File: config.mk
export PLATFORM = sky130hd
export DESIGN_NAME = rtc_bus_sched
export DESIGN_NICKNAME = d
export VERILOG_FILES = /design/src/rtl/rtc_bus_sched.sv
export SDC_FILE = /design/constraint.sdc
export NUM_CORES = 1
export LEC_CHECK = 0
export ABC_AREA = 1
export CAP_MARGIN = 10
export CORE_ASPECT_RATIO = 1.75
export CORE_UTILIZATION = 50
export CTS_CLUSTER_DIAMETER = 200
export CTS_CLUSTER_SIZE = 40
export DETAILED_ROUTE_END_ITERATION = 8
export GPL_ROUTABILITY_DRIVEN = 1
export PLACE_DENSITY = 0.84
export SETUP_SLACK_MARGIN = 0.15
export SLEW_MARGIN = 20
export SYNTH_ARGS = -nofsm -noshare
export SYNTH_HDL_FRONTEND = slang
export SYNTH_SLANG_ARGS = --single-unit
File: constraint.sdc
create_clock -name i_clk -period 2.35 [get_ports i_clk]
set_input_delay 0.235 -clock i_clk [delete_from_list [all_inputs] [get_ports i_clk]]
set_output_delay 0.235 -clock i_clk [all_outputs]
set_load 0.01 [all_outputs]
File: src/rtl/rtc_bus_sched.sv
// ---------------------------------------------------------------------------
// rtc_bus_sched
//
// Purpose:
//   Arbitrates between a read requester (register-sweep reader) and a write
//   requester (configuration path) for the external RTC's multiplexed
//   address/data bus. It runs each grant as one fixed-timing bus transaction:
//   ADDR -> GAP -> DATA -> RECOV, each PH_CYC clocks long. It also returns a
//   one-cycle ack and, for reads, the captured data byte.
//
// Ports:
//   i_clk       system clock, rising edge
//   i_reset     synchronous active-high reset
//   i_rd_req    read request (level, held until o_rd_ack)
//   i_rd_addr   read address, captured at grant
//   o_rd_ack    one-cycle pulse, read complete
//   o_rd_data   last byte read, valid from o_rd_ack until the next read ack
//   i_wr_req    write request (level, held until o_wr_ack)
//   i_wr_addr   write address, captured at grant
//   i_wr_data   write data, captured at grant
//   o_wr_ack    one-cycle pulse, write complete
//   o_busy      high whenever the scheduler is not idle
//   o_ad_out    value driven onto the AD bus
//   o_ad_oe     AD bus output enable
//   i_ad_in     AD bus input value
//   o_cs_n      RTC chip select, active-low
//   o_rd_n      RTC read strobe, active-low
//   o_wr_n      RTC write strobe, active-low
//   o_ad_sel    RTC A/D select: 0 = address phase, 1 = data phase
//
// All outputs are registered. Each output register loads the value that
// belongs to the state being entered, so the bus pins change on the same
// edge as the state register.
// ---------------------------------------------------------------------------
module rtc_bus_sched #(
    parameter int unsigned PH_CYC = 4,   // clocks per bus phase, 2..15
    parameter int unsigned ADDR_W = 8,
    parameter int unsigned DATA_W = 8    // equals ADDR_W (multiplexed bus)
) (
    input  logic              i_clk,
    input  logic              i_reset,
    input  logic              i_rd_req,
    input  logic [ADDR_W-1:0] i_rd_addr,
    output logic              o_rd_ack,
    output logic [DATA_W-1:0] o_rd_data,
    input  logic              i_wr_req,
    input  logic [ADDR_W-1:0] i_wr_addr,
    input  logic [DATA_W-1:0] i_wr_data,
    output logic              o_wr_ack,
    output logic              o_busy,
    output logic [DATA_W-1:0] o_ad_out,
    output logic              o_ad_oe,
    input  logic [DATA_W-1:0] i_ad_in,
    output logic              o_cs_n,
    output logic              o_rd_n,
    output logic              o_wr_n,
    output logic              o_ad_sel
);

    typedef enum logic [2:0] {
        ST_IDLE  = 3'd0,
        ST_ADDR  = 3'd1,
        ST_GAP   = 3'd2,
        ST_DATA  = 3'd3,
        ST_RECOV = 3'd4
    } state_t;

    localparam logic       OP_READ  = 1'b0;
    localparam logic       OP_WRITE = 1'b1;
    localparam logic [3:0] PH_LAST  = 4'(PH_CYC - 1);

    state_t              r_state;
    logic [3:0]          r_cnt;
    logic                r_op;
    logic [ADDR_W-1:0]   r_addr;
    logic [DATA_W-1:0]   r_data;
    logic                r_last_grant;

    state_t              w_nxt_state;
    logic                w_ph_last;
    logic                w_gnt_rd;
    logic                w_gnt_wr;
    logic                w_grant;
    logic                w_op_nxt;
    logic [ADDR_W-1:0]   w_addr_nxt;
    logic [DATA_W-1:0]   w_data_nxt;
    logic                w_cs_n;
    logic                w_rd_n;
    logic                w_wr_n;
    logic                w_ad_sel;
    logic                w_ad_oe;
    logic [DATA_W-1:0]   w_ad_out;
    logic                w_rd_ack;
    logic                w_wr_ack;
    logic                w_rd_cap;
    logic                w_busy;

    // Arbitration, next-state and next-output decode.
    always_comb begin
        w_nxt_state = r_state;
        w_ph_last   = (r_cnt == PH_LAST);

        // With both requests pending, the side not served last time wins.
        w_gnt_rd = i_rd_req & (~i_wr_req | (r_last_grant == OP_WRITE));
        w_gnt_wr = i_wr_req & (~i_rd_req | (r_last_grant == OP_READ));
        w_grant  = (r_state == ST_IDLE) & (w_gnt_rd | w_gnt_wr);

        // At grant, the new request's fields go straight to the output regs.
        if (w_grant) begin
            w_op_nxt   = w_gnt_wr ? OP_WRITE : OP_READ;
            w_addr_nxt = w_gnt_wr ? i_wr_addr : i_rd_addr;
            w_data_nxt = w_gnt_wr ? i_wr_data : r_data;
        end else begin
            w_op_nxt   = r_op;
            w_addr_nxt = r_addr;
            w_data_nxt = r_data;
        end

        case (r_state)
            ST_IDLE: begin
                if (w_grant) begin
                    w_nxt_state = ST_ADDR;
                end else begin
                    w_nxt_state = ST_IDLE;
                end
            end
            ST_ADDR: begin
                if (w_ph_last) begin
                    w_nxt_state = ST_GAP;
                end else begin
                    w_nxt_state = ST_ADDR;
                end
            end
            ST_GAP: begin
                if (w_ph_last) begin
                    w_nxt_state = ST_DATA;
                end else begin
                    w_nxt_state = ST_GAP;
                end
            end
            ST_DATA: begin
                if (w_ph_last) begin
                    w_nxt_state = ST_RECOV;
                end else begin
                    w_nxt_state = ST_DATA;
                end
            end
            ST_RECOV: begin
                if (w_ph_last) begin
                    w_nxt_state = ST_IDLE;
                end else begin
                    w_nxt_state = ST_RECOV;
                end
            end
            default: begin
                w_nxt_state = ST_IDLE;
            end
        endcase

        // Bus pin values for the state being entered.
        w_cs_n   = 1'b1;
        w_rd_n   = 1'b1;
        w_wr_n   = 1'b1;
        w_ad_sel = 1'b0;
        w_ad_oe  = 1'b0;
        w_ad_out = '0;
        case (w_nxt_state)
            ST_ADDR: begin
                // The address is latched by the RTC on the write strobe.
                w_cs_n   = 1'b0;
                w_wr_n   = 1'b0;
                w_ad_oe  = 1'b1;
                w_ad_out = w_addr_nxt;
            end
            ST_DATA: begin
                w_cs_n   = 1'b0;
                w_ad_sel = 1'b1;
                if (w_op_nxt == OP_WRITE) begin
                    w_wr_n   = 1'b0;
                    w_ad_oe  = 1'b1;
                    w_ad_out = w_data_nxt;
                end else begin
                    // The RTC drives the bus, so output enable stays off.
                    w_rd_n   = 1'b0;
                end
            end
            default: begin
                w_cs_n = 1'b1;
            end
        endcase

        // Completion: the last DATA cycle produces the ack of the first
        // RECOV cycle and the ad_in sample for reads.
        w_rd_cap = (r_state == ST_DATA) & w_ph_last & (r_op == OP_READ);
        w_rd_ack = w_rd_cap;
        w_wr_ack = (r_state == ST_DATA) & w_ph_last & (r_op == OP_WRITE);
        w_busy   = (w_nxt_state != ST_IDLE);
    end

    // State register, phase counter and captured request.
    always_ff @(posedge i_clk) begin
        if (i_reset) begin
            r_state      <= ST_IDLE;
            r_cnt        <= 4'd0;
            r_op         <= OP_READ;
            r_addr       <= '0;
            r_data       <= '0;
            r_last_grant <= OP_READ;
        end else begin
            r_state <= w_nxt_state;
            if (w_nxt_state != r_state) begin
                r_cnt <= 4'd0;
            end else if (r_state != ST_IDLE) begin
                r_cnt <= r_cnt + 4'd1;
            end else begin
                r_cnt <= 4'd0;
            end
            r_op   <= w_op_nxt;
            r_addr <= w_addr_nxt;
            r_data <= w_data_nxt;
            if (w_grant) begin
                r_last_grant <= w_op_nxt;
            end else begin
                r_last_grant <= r_last_grant;
            end
        end
    end

    // Registered bus pins, acks, busy and read data.
    always_ff @(posedge i_clk) begin
        if (i_reset) begin
            o_cs_n    <= 1'b1;
            o_rd_n    <= 1'b1;
            o_wr_n    <= 1'b1;
            o_ad_sel  <= 1'b0;
            o_ad_oe   <= 1'b0;
            o_ad_out  <= '0;
            o_rd_ack  <= 1'b0;
            o_wr_ack  <= 1'b0;
            o_busy    <= 1'b0;
            o_rd_data <= '0;
        end else begin
            o_cs_n   <= w_cs_n;
            o_rd_n   <= w_rd_n;
            o_wr_n   <= w_wr_n;
            o_ad_sel <= w_ad_sel;
            o_ad_oe  <= w_ad_oe;
            o_ad_out <= w_ad_out;
            o_rd_ack <= w_rd_ack;
            o_wr_ack <= w_wr_ack;
            o_busy   <= w_busy;
            if (w_rd_cap) begin
                o_rd_data <= i_ad_in;
            end else begin
                o_rd_data <= o_rd_data;
            end
        end
    end

endmodule
==> results.py <==
metrics = {
    "global_routing": {
        "grt_pass1_vias": 1626,
        "overflow": 0,
        "grt_pass1_wl_mm": 7.04,
        "antenna_found_initial": 0,
        "grt_util_all_layers_pct": 21.1,
        "grt_max_degree": 18,
    },
    "worst_setup_path": {
        "slowest_stage": "dfxtp_1",
        "r2r_end": "o_rd_data[0]",
        "path_buf_inv": 0,
        "crit_path_max_fanout": 17,
        "worstSetupPathType": "reg2reg",
        "critPathMaxStageDelay_ns": 0.36,
        "cp-start-kind": "flop",
        "r2r_start": "r_cnt[0]",
        "r2r.worst_path.cells": 6,
        "reg2reg_slack_ns": 0.72,
        "cp_top_family": "simple AND/OR/NAND/NOR gates",
        "crit_chain": "ha_1, nand2_1, nor2_2, nand3_2, o21ai_0, a21oi_1",
        "end_kind": "flop",
        "cp.required_ns": 2.52,
        "crit_arrival_ns": 1.80,
    },
    "clocking": {
        "clock_latency_ns": 0.29,
        "cts_root_buffer": "clkbuf_8",
        "clockBufferDepth": 2,
        "ctsHoldBuffers": 0,
        "postCtsSetupBuffers": 0,
        "path_clk_slew_ns": 0.08,
        "cts_tree": "done",
        "numCtsBuffers": 5,
        "clock-sinks": 49,
        "htreeDepth": 2,
        "cts_resized": 0,
    },
    "sta": {
        "fin_skew_ns": 0.00726,
        "report.final.slew_viol_count": 0,
        "worstMarginPinSlew_ns": 0.359,
        "tns_ns": 0,
        "setup_violations": 0,
        "slew_headroom_pct": 76.0,
        "max_freq_mhz": 613,
        "rsz0062_at_grt": "false",
        "fin_crit_sh_pct": 69.4,
        "finalHoldViolCount": 0,
        "post-route-min-period_ns": 1.63,
    },
    "hold_path": {
        "min_from": "o_rd_data[2]",
        "min_to": "o_rd_data[2]",
        "hold_depth": 2,
        "worstHoldPathType": "reg2reg",
    },
    "power": {
        "vdd_drop_max_mv": 0.453,
        "power.density_nw_per_um2": 622,
        "leakagePower_uw": 0.00116,
    },
    "route": {
        "met1_length_mm": 1.75,
        "routed_wl_mm": 4.07,
        "drt_iter0_drc": 26,
        "wl_met2_mm": 2.11,
        "wl_met3_microns": 128,
        "via_count": 1743,
        "dr.pass1.iters": 4,
        "top_layer": "met4",
        "ant_nets": 0,
        "drc": 0,
        "avgRoutedWirePerCell_microns": 11.2,
        "routed_via_density": 4.79,
    },
    "placed_design": {
        "placed_area_sq_um": 2650,
        "dp_hpwl_mm": 3.03,
        "gp_congestion": 0.819,
        "portBuffers": 59,
    },
    "logic_synthesis": {
        "synth_most_common_cell": "nand2_1",
        "synth_top_area_share_pct": 48.5,
        "synth_area_leaders": "dfxtp_1 49%, nand2_1 11%, nor2_1 7.8%",
        "yosysTopAreaCell": "dfxtp_1",
        "synth_ff_type": "dfxtp_1",
        "synth_edf_count": 0,
        "synthTopCellsByCount": "60 x nand2_1, 49 x dfxtp_1, 42 x nor2_1",
        "syn_inst": 253,
        "ys.warnings.count": 0,
        "synth_nets": 290,
        "syn_area_sq_um": 2020,
        "async_flop_share_pct": 0,
        "yosysSeqAreaShare_pct": 48.5,
        "synth_cell_types": 31,
        "synth-seq-cells": 49,
        "avgSynthCellArea_sq_um": 7.99,
    },
    "final_layout": {
        "diodes": 0,
        "multi_input_area_sq_um": 900,
        "area_growth_syn_to_layout_pct": 36.1,
        "final_area_sq_um": 2750,
        "fill_cells": 326,
        "fin_nets": 352,
        "drive_above_1_share_pct": 13.3,
        "seq_area_sq_um": 981,
    },
    "floorplan": {
        "io_pins": 60,
        "dieWidth_microns": 50.1,
        "die_h_microns": 86.1,
        "start_util_pct": 52.3,
        "core_sq_um": 3870,
        "row_count": 30,
        "die_area_sq_um": 4310,
    },
    "flow_run": {
        "drv_cap": 0,
    },
    "run_status": {
        "status": "complete, no violations",
    },
}
-- report_power, final --
group,switching (uW),internal [uW],total [uW]
sequential,18.4,880,898
clock,258,266,524
combinational,147,141,288
-- final cells by class --
type	instances	share of cell area [%]
clock inverter	1	0.182
multi-input combinational	172	32.7
tap	48	2.18
sequential	49	35.7
inverter	25	3.46
timing repair buffer	62	22.3
clock buffer	7	3.50
-- cells by family (layout without fill, tap and decap cells) --
logic type	Yosys count	in the layout	share of synthesized area [%]
xor gates and xnor gates	2	2	0.867
adders and majority gates	1	1	0.619
and+or+nand+nor	129	129	31.1
DFF	49	49	48.5
AOI/OAI and AO/OA	40	40	11.9
buffers and inverters	32	95	6.93
-- flip-flops by register name, indices dropped and copies added (netlist names) --
register	cells
r_data	8
r_addr	8
r_last_grant	1
o_rd_data	8
o_wr_n	1
r_op	1
o_busy	1
o_ad_out	8
o_rd_n	1
r_cnt	4
o_ad_oe	1
o_cs_n	1
o_ad_sel	1
o_rd_ack	1
o_wr_ack	1
r_state	3
-- cells in the final DEF (no fill, tap or decap), drive strengths merged --
cell type / synthesis / final
clkbuf: 1 / 7
nand3: 8 / 8
dfxtp: 49 / 49
ha: 1 / 1
nand2: 64 / 64
nor2: 48 / 48
xnor2: 1 / 1
a21oi: 19 / 19
buf: 6 / 3
xor2: 1 / 1
clkinv: 1 / 2
a31oi: 2 / 2
a211oi: 1 / 1
inv: 24 / 24
nor3: 8 / 8
and2: 1 / 1
o21ai: 18 / 18
clkdlybuf4s50: 0 / 59
-- routing by layer --
metal	GRT usage, %	vias up
met5	0	-
met4	8.57	0
met3	3.90	7
met2	36.7	42
met1	24.8	776
li1	-	918
-- worst min-delay path: stages (launching register included) --
cell,delay (ns)
dfxtp_1,0.31
inv_1,0.05
a21oi_1,0.05
-- metrics by stage --
stage	cells	hold slack (ns)	util, %	total power (uW)	setup slack [ns]
2_1_floorplan	253	0.312	-	1080	0.995
3_3_place_gp	356	0.431	68.5	1200	0.571
3_5_place_dp	356	0.439	68.5	1210	0.569
4_1_cts	364	0.451	71.1	1720	0.713
5_1_grt	364	0.463	71.1	1790	0.474
6_report	364	0.448	71.1	1710	0.719
-- worst max path at each step --
stage	from	to	depth (start not counted)	slack, ns
2_1_floorplan	r_cnt[0]	o_rd_data[6]	7	0.99
3_3_place_gp	i_rd_req	o_ad_out[2]	8	0.57
3_5_place_dp	i_rd_req	o_ad_out[2]	8	0.57
4_1_cts	r_cnt[0]	o_rd_data[3]	6	0.71
5_1_grt	r_cnt[0]	o_rd_data[0]	6	0.47
6_report	r_cnt[0]	o_rd_data[0]	6	0.72
(Power assumes the default switching activity.)
